### src/rtl/ps2_host_tx_pkg.sv
// Shared definitions for the PS/2 host transmitter: FSM encodings, timing defaults,
// and the odd-parity helper.
package ps2_host_tx_pkg;

  localparam int PS2_INHIBIT_CYCLES = 5000;
  localparam int PS2_START_TIMEOUT  = 750000;
  localparam int PS2_BIT_TIMEOUT    = 100000;
  localparam int PS2_FILTER_LEN     = 8;

  localparam logic [3:0] ST_IDLE    = 4'd0;
  localparam logic [3:0] ST_INHIBIT = 4'd1;
  localparam logic [3:0] ST_RTS     = 4'd2;
  localparam logic [3:0] ST_DATA    = 4'd3;
  localparam logic [3:0] ST_PARITY  = 4'd4;
  localparam logic [3:0] ST_STOP    = 4'd5;
  localparam logic [3:0] ST_ACK_REL = 4'd6;
  localparam logic [3:0] ST_DONE    = 4'd7;
  localparam logic [3:0] ST_ERR     = 4'd8;

  function automatic logic odd_parity(input logic [7:0] d);
    return ~^d;
  endfunction

  function automatic int max3(input int a, input int b, input int c);
    int m;
    m = (a > b) ? a : b;
    return (m > c) ? m : c;
  endfunction

endpackage

### src/rtl/ps2_host_tx_line_filter.sv
// Synchronises one raw PS/2 line, accepts a new level only after it has held for
// FILTER_LEN cycles, and strobes fall for one cycle on an accepted 1->0 change.
module ps2_host_tx_line_filter
  import ps2_host_tx_pkg::*;
#(
  parameter int FILTER_LEN = PS2_FILTER_LEN
) (
  input  logic clock,
  input  logic resetn,
  input  logic raw,
  output logic level,
  output logic fall
);

  localparam int CW = $clog2(FILTER_LEN + 1);

  logic [1:0]    sync;
  logic [CW-1:0] cnt;

  // Idle PS/2 lines float high, so everything resets to the released level.
  always_ff @(posedge clock or negedge resetn) begin
    if (!resetn) begin
      sync  <= 2'b11;
      cnt   <= '0;
      level <= 1'b1;
      fall  <= 1'b0;
    end else begin
      sync <= {sync[0], raw};
      fall <= 1'b0;
      if (sync[1] == level) begin
        cnt <= '0;
      end else if (cnt == CW'(FILTER_LEN - 1)) begin
        cnt   <= '0;
        level <= sync[1];
        fall  <= ~sync[1];
      end else begin
        cnt <= cnt + CW'(1);
      end
    end
  end

endmodule

### src/rtl/ps2_host_tx.sv
// Host-to-device PS/2 transmitter: inhibit, request-to-send, clock out 8 data bits,
// parity and stop on device clock falls, then check the device ACK.
module ps2_host_tx
  import ps2_host_tx_pkg::*;
#(
  parameter int INHIBIT_CYCLES = PS2_INHIBIT_CYCLES,
  parameter int START_TIMEOUT  = PS2_START_TIMEOUT,
  parameter int BIT_TIMEOUT    = PS2_BIT_TIMEOUT,
  parameter int FILTER_LEN     = PS2_FILTER_LEN
) (
  input  logic       clock,
  input  logic       resetn,
  input  logic       tx_valid,
  input  logic [7:0] tx_data,
  output logic       tx_ready,
  output logic       tx_done,
  output logic       tx_error,
  output logic       busy,
  input  logic       ps2_clk_i,
  input  logic       ps2_dat_i,
  output logic       ps2_clk_oe,
  output logic       ps2_dat_oe
);

  localparam int CNT_W = $clog2(max3(INHIBIT_CYCLES, START_TIMEOUT, BIT_TIMEOUT) + 1);
  localparam logic [CNT_W-1:0] INH_PRE    = CNT_W'(INHIBIT_CYCLES - 2);
  localparam logic [CNT_W-1:0] INH_LAST   = CNT_W'(INHIBIT_CYCLES - 1);
  localparam logic [CNT_W-1:0] START_LOAD = CNT_W'(START_TIMEOUT);
  localparam logic [CNT_W-1:0] BIT_LOAD   = CNT_W'(BIT_TIMEOUT);

  logic [3:0]       state;
  logic [CNT_W-1:0] cnt;
  logic [3:0]       bit_idx;
  logic [8:0]       shreg;
  logic             clk_level, clk_fall;
  logic             dat_level, dat_fall_unused;

  ps2_host_tx_line_filter #(.FILTER_LEN(FILTER_LEN)) u_clk_filter (
    .clock (clock),
    .resetn(resetn),
    .raw   (ps2_clk_i),
    .level (clk_level),
    .fall  (clk_fall)
  );

  ps2_host_tx_line_filter #(.FILTER_LEN(FILTER_LEN)) u_dat_filter (
    .clock (clock),
    .resetn(resetn),
    .raw   (ps2_dat_i),
    .level (dat_level),
    .fall  (dat_fall_unused)
  );

  assign tx_ready = (state == ST_IDLE);
  assign busy     = (state != ST_IDLE);
  assign tx_done  = (state == ST_DONE);
  assign tx_error = (state == ST_ERR);

  // cnt doubles as the inhibit timer and the device watchdog; it is reloaded on
  // every state that uses it, so it never wraps.
  always_ff @(posedge clock or negedge resetn) begin
    if (!resetn) begin
      state      <= ST_IDLE;
      cnt        <= '0;
      bit_idx    <= '0;
      ps2_clk_oe <= 1'b0;
      ps2_dat_oe <= 1'b0;
    end else begin
      case (state)
        ST_IDLE: begin
          if (tx_valid) begin
            state      <= ST_INHIBIT;
            cnt        <= '0;
            bit_idx    <= '0;
            ps2_clk_oe <= 1'b1;
            ps2_dat_oe <= 1'b0;
          end
        end
        ST_INHIBIT: begin
          cnt <= cnt + CNT_W'(1);
          if (cnt == INH_PRE) ps2_dat_oe <= 1'b1;
          if (cnt == INH_LAST) begin
            state      <= ST_RTS;
            cnt        <= START_LOAD;
            ps2_clk_oe <= 1'b0;
            ps2_dat_oe <= 1'b1;
          end
        end
        ST_DONE, ST_ERR: begin
          state      <= ST_IDLE;
          ps2_clk_oe <= 1'b0;
          ps2_dat_oe <= 1'b0;
        end
        default: begin
          // Watched states (RTS..ACK_REL); a fall takes priority over expiry.
          if (state == ST_ACK_REL && clk_level && dat_level) begin
            state <= ST_DONE;
          end else if (clk_fall) begin
            cnt <= BIT_LOAD;
            case (state)
              ST_RTS: begin
                ps2_dat_oe <= ~shreg[0];
                bit_idx    <= 4'd1;
                state      <= ST_DATA;
              end
              ST_DATA: begin
                ps2_dat_oe <= ~shreg[0];
                bit_idx    <= bit_idx + 4'd1;
                if (bit_idx == 4'd8) state <= ST_PARITY;
              end
              ST_PARITY: begin
                ps2_dat_oe <= 1'b0;
                bit_idx    <= bit_idx + 4'd1;
                state      <= ST_STOP;
              end
              ST_STOP: begin
                bit_idx <= bit_idx + 4'd1;
                state   <= dat_level ? ST_ERR : ST_ACK_REL;
              end
              default: ;
            endcase
          end else if (cnt < CNT_W'(2)) begin
            state      <= ST_ERR;
            ps2_clk_oe <= 1'b0;
            ps2_dat_oe <= 1'b0;
          end else begin
            cnt <= cnt - CNT_W'(1);
          end
        end
      endcase
    end
  end

  // Bit 0 of the shift register is always the next bit to present; parity sits above data.
  always_ff @(posedge clock) begin
    if (state == ST_IDLE && tx_valid)
      shreg <= {odd_parity(tx_data), tx_data};
    else if (clk_fall && (state == ST_RTS || state == ST_DATA))
      shreg <= {1'b0, shreg[8:1]};
  end

endmodule
### config.mk
export PLATFORM = sky130hd
export DESIGN_NAME = ps2_host_tx
export DESIGN_NICKNAME = d
export VERILOG_FILES = /design/src/rtl/ps2_host_tx_pkg.sv /design/src/rtl/ps2_host_tx_line_filter.sv /design/src/rtl/ps2_host_tx.sv
export SDC_FILE = /design/constraint.sdc
export NUM_CORES = 1
export LEC_CHECK = 0
export CORE_ASPECT_RATIO = 1.1
export CORE_MARGIN = 10
export CORE_UTILIZATION = 40
export DETAILED_ROUTE_END_ITERATION = 8
export HOLD_SLACK_MARGIN = 0.03
export PLACE_DENSITY = 0.59
export SKIP_CTS_REPAIR_TIMING = 1
export SYNTH_ARGS = -nofsm -noshare
export SYNTH_HDL_FRONTEND = slang
export SYNTH_HIERARCHICAL = 1
export SYNTH_SLANG_ARGS = --single-unit
### constraint.sdc
create_clock -name clock -period 2.8 [get_ports clock]
set_input_delay 0.56 -clock clock [delete_from_list [all_inputs] [get_ports clock]]
set_output_delay 0.56 -clock clock [all_outputs]
set_load 0.02 [all_outputs]
==> results of run 1 <==
-- worst max-delay path: cells and delay by family (launching register included) --
| kind | cells | cell delay [ns] |
|---|---|---|
| AND/OR/NAND/NOR | 2 | 0.52 |
| buffers and inverters | 2 | 0.74 |
| flip-flops | 1 | 0.52 |
-- state kept, by name (all words and copies together) (netlist names) --
signal / cells
u_clk_filter/sync: 2
ps2_dat_oe: 1
u_dat_filter/level: 1
bit_idx: 4
cnt: 20
u_clk_filter/fall: 1
u_dat_filter/sync: 2
u_dat_filter/cnt: 4
shreg: 9
u_clk_filter/cnt: 4
u_clk_filter/level: 1
ps2_clk_oe: 1
state: 4
-- routing by layer --
metal / share of wire [%] / routed length (um)
met1: 45 / 4560
met2: 47 / 4740
met3: 6.9 / 705
met4: 1.4 / 141
met5: 0 / 0
-- layout make-up --
class	instances	share of cell area [%]
clock buffers	5	1.63
flip-flops and latches	54	33.3
repair buffers	50	9.84
inverters	12	1.07
clock inverters	3	1.13
well taps	114	3.38
multi-input cells	325	49.7
-- cells in the final DEF, fill, tap and decap left out, types with 11 or more instances in the layout --
cell,n
nor4_1,11
nand4_1,13
o21ai_0,37
a21oi_1,23
nor3_1,20
nand2_1,27
xnor2_1,15
dfrtp_1,39
clkdlybuf4s50_1,17
nor2_1,31
nand3_1,14
inv_1,12
buf_4,32
-- power groups by stage --
stage,clock [mW],sequential (mW),combinational (mW)
2_1_floorplan,0,1.23,1.87
3_3_place_gp,0,1.34,2.50
3_5_place_dp,0,1.35,2.53
4_1_cts,0.582,1.33,2.54
5_1_grt,0.614,1.38,2.81
6_report,0.568,1.34,2.56
-- per-stage QoR --
stage | hold WS [ns] | total power [mW] | setup WS (ns) | utilization, % | cells
5_1_grt | 0.373 | 4.81 | 0.0462 | 46.8 | 563
4_1_cts | 0.367 | 4.45 | 0.127 | 46.8 | 563
3_3_place_gp | 0.346 | 3.84 | 0.281 | 45.6 | 555
3_5_place_dp | 0.350 | 3.87 | 0.219 | 45.6 | 555
2_1_floorplan | 0.264 | 3.10 | 0.219 | - | 424
6_report | 0.362 | 4.46 | 0.136 | 46.8 | 563
-- worst max-delay path by stage --
stage                                     from                    to  slack (ns)  depth (start not counted)
after global placement     cnt[14]$_DFFE_PN0P_  state[0]$_DFFE_PN0P_        0.28                          6
after CTS                 state[2]$_DFFE_PN0P_              tx_ready        0.13                          4
after global routing      state[2]$_DFFE_PN0P_              tx_ready        0.05                          4
after detailed placement   cnt[14]$_DFFE_PN0P_  state[0]$_DFFE_PN0P_        0.22                          6
final                     state[2]$_DFFE_PN0P_              tx_ready        0.14                          4
after floorplan            cnt[14]$_DFFE_PN0P_  state[0]$_DFFE_PN0P_        0.22                          8
==> impl_metrics.toml, run 1 <==
[finish]
antenna_cells = 0
fill_cells = 904
nNetsFinal = 468
final_area_sq_mm = 0.00422
register_area_sq_mm = 0.00140
multi_input_area_sq_mm = 0.00210
drive_above_1_share_pct = 15.8
area_growth_pct = 12.7

[detailed_routing]
drt-total-wl_mm = 10.1
via_count = 3405
drc = 0
vias_per_cell = 6.05
first_iter_violations = 265
ant_nets = 0
wl_per_cell_um = 18.0
dr.pass1.iters = 4

[clock_network]
path_clk_slew_ns = 0.11
cts.sinks = 54
insertion_delay_ns = 0.32
numCtsBuffers = 5
ctsLongestPathBuffers = 2
htreeDepth = 2
cts_tree = "yes"
cts_root_buf = "clkbuf_8"

[global_route]
grt_max_degree = 44
grt_overflow = 0
met1_usage_pct = 19.9
grtUsageMet3_pct = 2.23
top_usage_layer = "met2"
track_usage_pct = 14.8
grt_pass1_wl_mm = 17.0
antenna_found_initial = 0
met2_usage_pct = 24.0
grt_pass1_vias = 3329

[pwr]
combPwrFrac_pct = 57.3
p_int_mw = 2.41
power.density_mw_per_mm2 = 1060
p_clk_share_pct = 12.7
switching_share_pct = 45.9
worst_ir_drop_vdd_mv = 0.317
total_leakage_power_nw = 1.68
seq_power_share_pct = 29.9
p_sw_mw = 2.05

[hold_path]
min_path_type = "flip-flop to flip-flop"
hold_start = "u_clk_filter/sync[0]$_DFF_PN1_"
whs_path_depth = 0
min_to = "u_clk_filter/sync[1]$_DFF_PN1_"

[setup_path]
crit_path_end_kind = "output port"
worst_setup_path_start_kind = "flip-flop"
max_stage_delay_ns = 0.61
cp.arrival_ns = 2.10
crit_slowest_cell = "clkdlybuf4s50_1"
critical_path_class = "flip-flop to output port"
rr_worst_depth = 6
r2r_setup_slack_ns = 0.17
cp_max_fo = 11
required_ns = 2.24
rr_endpoint = "state[0]$_DFFE_PN0P_"
crit_chain = "nor2_1 > nand2_1 > inv_1 > clkdlybuf4s50_1"
r2r_start = "cnt[14]$_DFFE_PN0P_"

[floorplanning]
pin_count = 19
core-area_sq_mm = 0.00901
die_area_sq_mm = 0.0136
die_w_um = 112
start_util_pct = 41.6
rows = 36
die_y_um = 121

[sta]
hold_viol_final = 0
rsz0062_at_grt = "no"
max_freq_mhz = 375
fin_skew_ns = 0.00898
fin_crit_sh_pct = 95.1
period_needed_ns = 2.66
final-setup-viol-count = 0
slew_headroom_pct = 33.2
setup_tns_ns = 0
drv_slew = 0
tightestPinTransition_ns = 1.00

[synthesis]
ys_warn_count = 6
syn_area_sq_mm = 0.00375
synth_nets = 444
synth.avg_cell_area_sq_um = 8.84
syn_inst = 424

[place]
portBuffers = 18
post_dp_cell_area_sq_mm = 0.00410
dp_hpwl_mm = 7.43
routabilityCongestion = 0.928

[status]
status = "finished, final reports clean"

[job]
drv_cap = 0
No activity file was read; power rests on OpenSTA's default activity.
==> run 2: changes to the inputs <==
--- a/config.mk
+++ b/config.mk
@@ -10,7 +10,7 @@
 export CORE_UTILIZATION = 40
 export DETAILED_ROUTE_END_ITERATION = 8
 export HOLD_SLACK_MARGIN = 0.03
-export PLACE_DENSITY = 0.59
+export PLACE_DENSITY = 0.54
 export SKIP_CTS_REPAIR_TIMING = 1
 export SYNTH_ARGS = -nofsm -noshare
 export SYNTH_HDL_FRONTEND = slang
==> constraint.sdc (replaced) <==
create_clock -name clock -period 3.3 [get_ports clock]
set_input_delay 0.66 -clock clock [delete_from_list [all_inputs] [get_ports clock]]
set_output_delay 0.66 -clock clock [all_outputs]
set_load 0.02 [all_outputs]
==> impl_metrics.toml, run 2 (same netlist as run 1, synthesis figures left out) <==
[status]
status = "finished, final reports clean"

[detailed_routing]
drt-total-wl_mm = 9.99
vias_per_cell = 6.16
wl_per_cell_um = 18.5
via_count = 3325
dr.pass1.iters = 4
drc = 0
first_iter_violations = 203
ant_nets = 0

[floorplanning]
core-area_sq_mm = 0.00901
rows = 36
die_w_um = 112
pin_count = 19
start_util_pct = 41.6
die_area_sq_mm = 0.0136
die_y_um = 121

[global_route]
antenna_found_initial = 0
track_usage_pct = 14.7
grt_max_degree = 46
grt_pass1_wl_mm = 16.8
grt_overflow = 0
grt_pass1_vias = 3250

[finish]
final_common_cell = "dfrtp_1"
nNetsFinal = 445
largestRegisters = "cnt (20), shreg (9)"
final_cell_mix = "dfrtp_1, o21ai_0, nor2_1, nand2_1, a21oi_1"
largest_reg_flops = 20
top_register = "cnt"
antenna_cells = 0
fill_cells = 896
drive_above_1_share_pct = 11.0
area_growth_pct = 7.25

[place]
portBuffers = 18
dp_hpwl_mm = 7.19
routabilityCongestion = 0.904

[sta]
drv_slew = 0
hold_viol_final = 0
max_freq_mhz = 344
final-setup-viol-count = 0
fin_skew_ns = 0.00368
fin_crit_sh_pct = 88.0
slew_headroom_pct = 29.6
setup_tns_ns = 0
rsz0062_at_grt = "no"
period_needed_ns = 2.91
tightestPinTransition_ns = 1.06

[clock_network]
htreeDepth = 2
insertion_delay_ns = 0.32
cts_root_buf = "clkbuf_8"
cts_tree = "yes"
cts.sinks = 54
numCtsBuffers = 5
ctsLongestPathBuffers = 2
path_clk_slew_ns = 0.11

[setup_path]
crit_slowest_cell = "clkdlybuf4s50_1"
max_stage_delay_ns = 0.61
worst_setup_path_start_kind = "flip-flop"
critical_path_class = "flip-flop to output port"
cp.arrival_ns = 2.25
crit_path_end_kind = "output port"
cp_max_fo = 17
required_ns = 2.64
r2r_setup_slack_ns = 0.54
crit_chain = "nor2_1 > nand2_1 > inv_1 > clkdlybuf4s50_1"

[pwr]
power.total_mw = 3.54
worst_ir_drop_vdd_mv = 0.351
total_leakage_power_nw = 1.55
power.density_mw_per_mm2 = 881

[hold_path]
min_path_type = "flip-flop to flip-flop"

[job]
drv_cap = 0
[run 2: path summary, 6_finish.rpt]
check | startpoint | endpoint | depth (start not counted)
min in group asynchronous | resetn | u_clk_filter/cnt[3]$_DFF_PN0_ | 1
min reg2reg | u_clk_filter/sync[0]$_DFF_PN1_ | u_clk_filter/sync[1]$_DFF_PN1_ | 0
max reg2reg | state[2]$_DFFE_PN0P_ | cnt[7]$_DFFE_PN0P_ | 5
max in group asynchronous | resetn | cnt[15]$_DFFE_PN0P_ | 1
min | u_clk_filter/sync[0]$_DFF_PN1_ | u_clk_filter/sync[1]$_DFF_PN1_ | 0
max | state[2]$_DFFE_PN0P_ | tx_ready | 4
[run 2: per-stage QoR]
step           setup slack [ns]  utilization (%)  area (sq um)  std cells  hold slack, ns
2_1_floorplan             0.719                -          3750        424           0.345
3_3_place_gp              0.626             43.6          3930        532           0.353
3_5_place_dp              0.566             43.6          3930        532           0.354
4_1_cts                   0.398             44.6          4020        540           0.371
5_1_grt                   0.302             44.6          4020        540           0.375
6_report                  0.395             44.6          4020        540           0.369
[run 2: worst max-delay path, delay by kind of cell, from the launching register on]
kind	cells	cell delay (ns)
flip-flops	1	0.59
buffers and inverters	2	0.75
AND/OR/NAND/NOR	2	0.59
[run 2: area by class of cell]
class | instances | area [sq um] | share of cell area (%)
Timing Repair Buffer | 27 | 243 | 6.04
Multi-Input combinational cell | 325 | 2100 | 52.2
Sequential cell | 54 | 1400 | 34.9
Tap cell | 114 | 143 | 3.55
Clock buffer | 6 | 72.6 | 1.81
Inverter | 12 | 45.0 | 1.12
Clock inverter | 2 | 13.8 | 0.343
[run 2: power by group]
part | internal, mW | switching (mW) | total [mW]
Clock | 0.152 | 0.245 | 0.397
Combinational | 0.797 | 1.12 | 1.91
Sequential | 0.899 | 0.327 | 1.23
[run 2: per-layer routing]
layer  wire length [um]  vias up  track usage, %
met5                  0        -               0
met4                203        0            4.52
met3                458       20            2.57
met2               4950       90            25.0
met1               4370     1629            18.6
li1                   -     1586               -
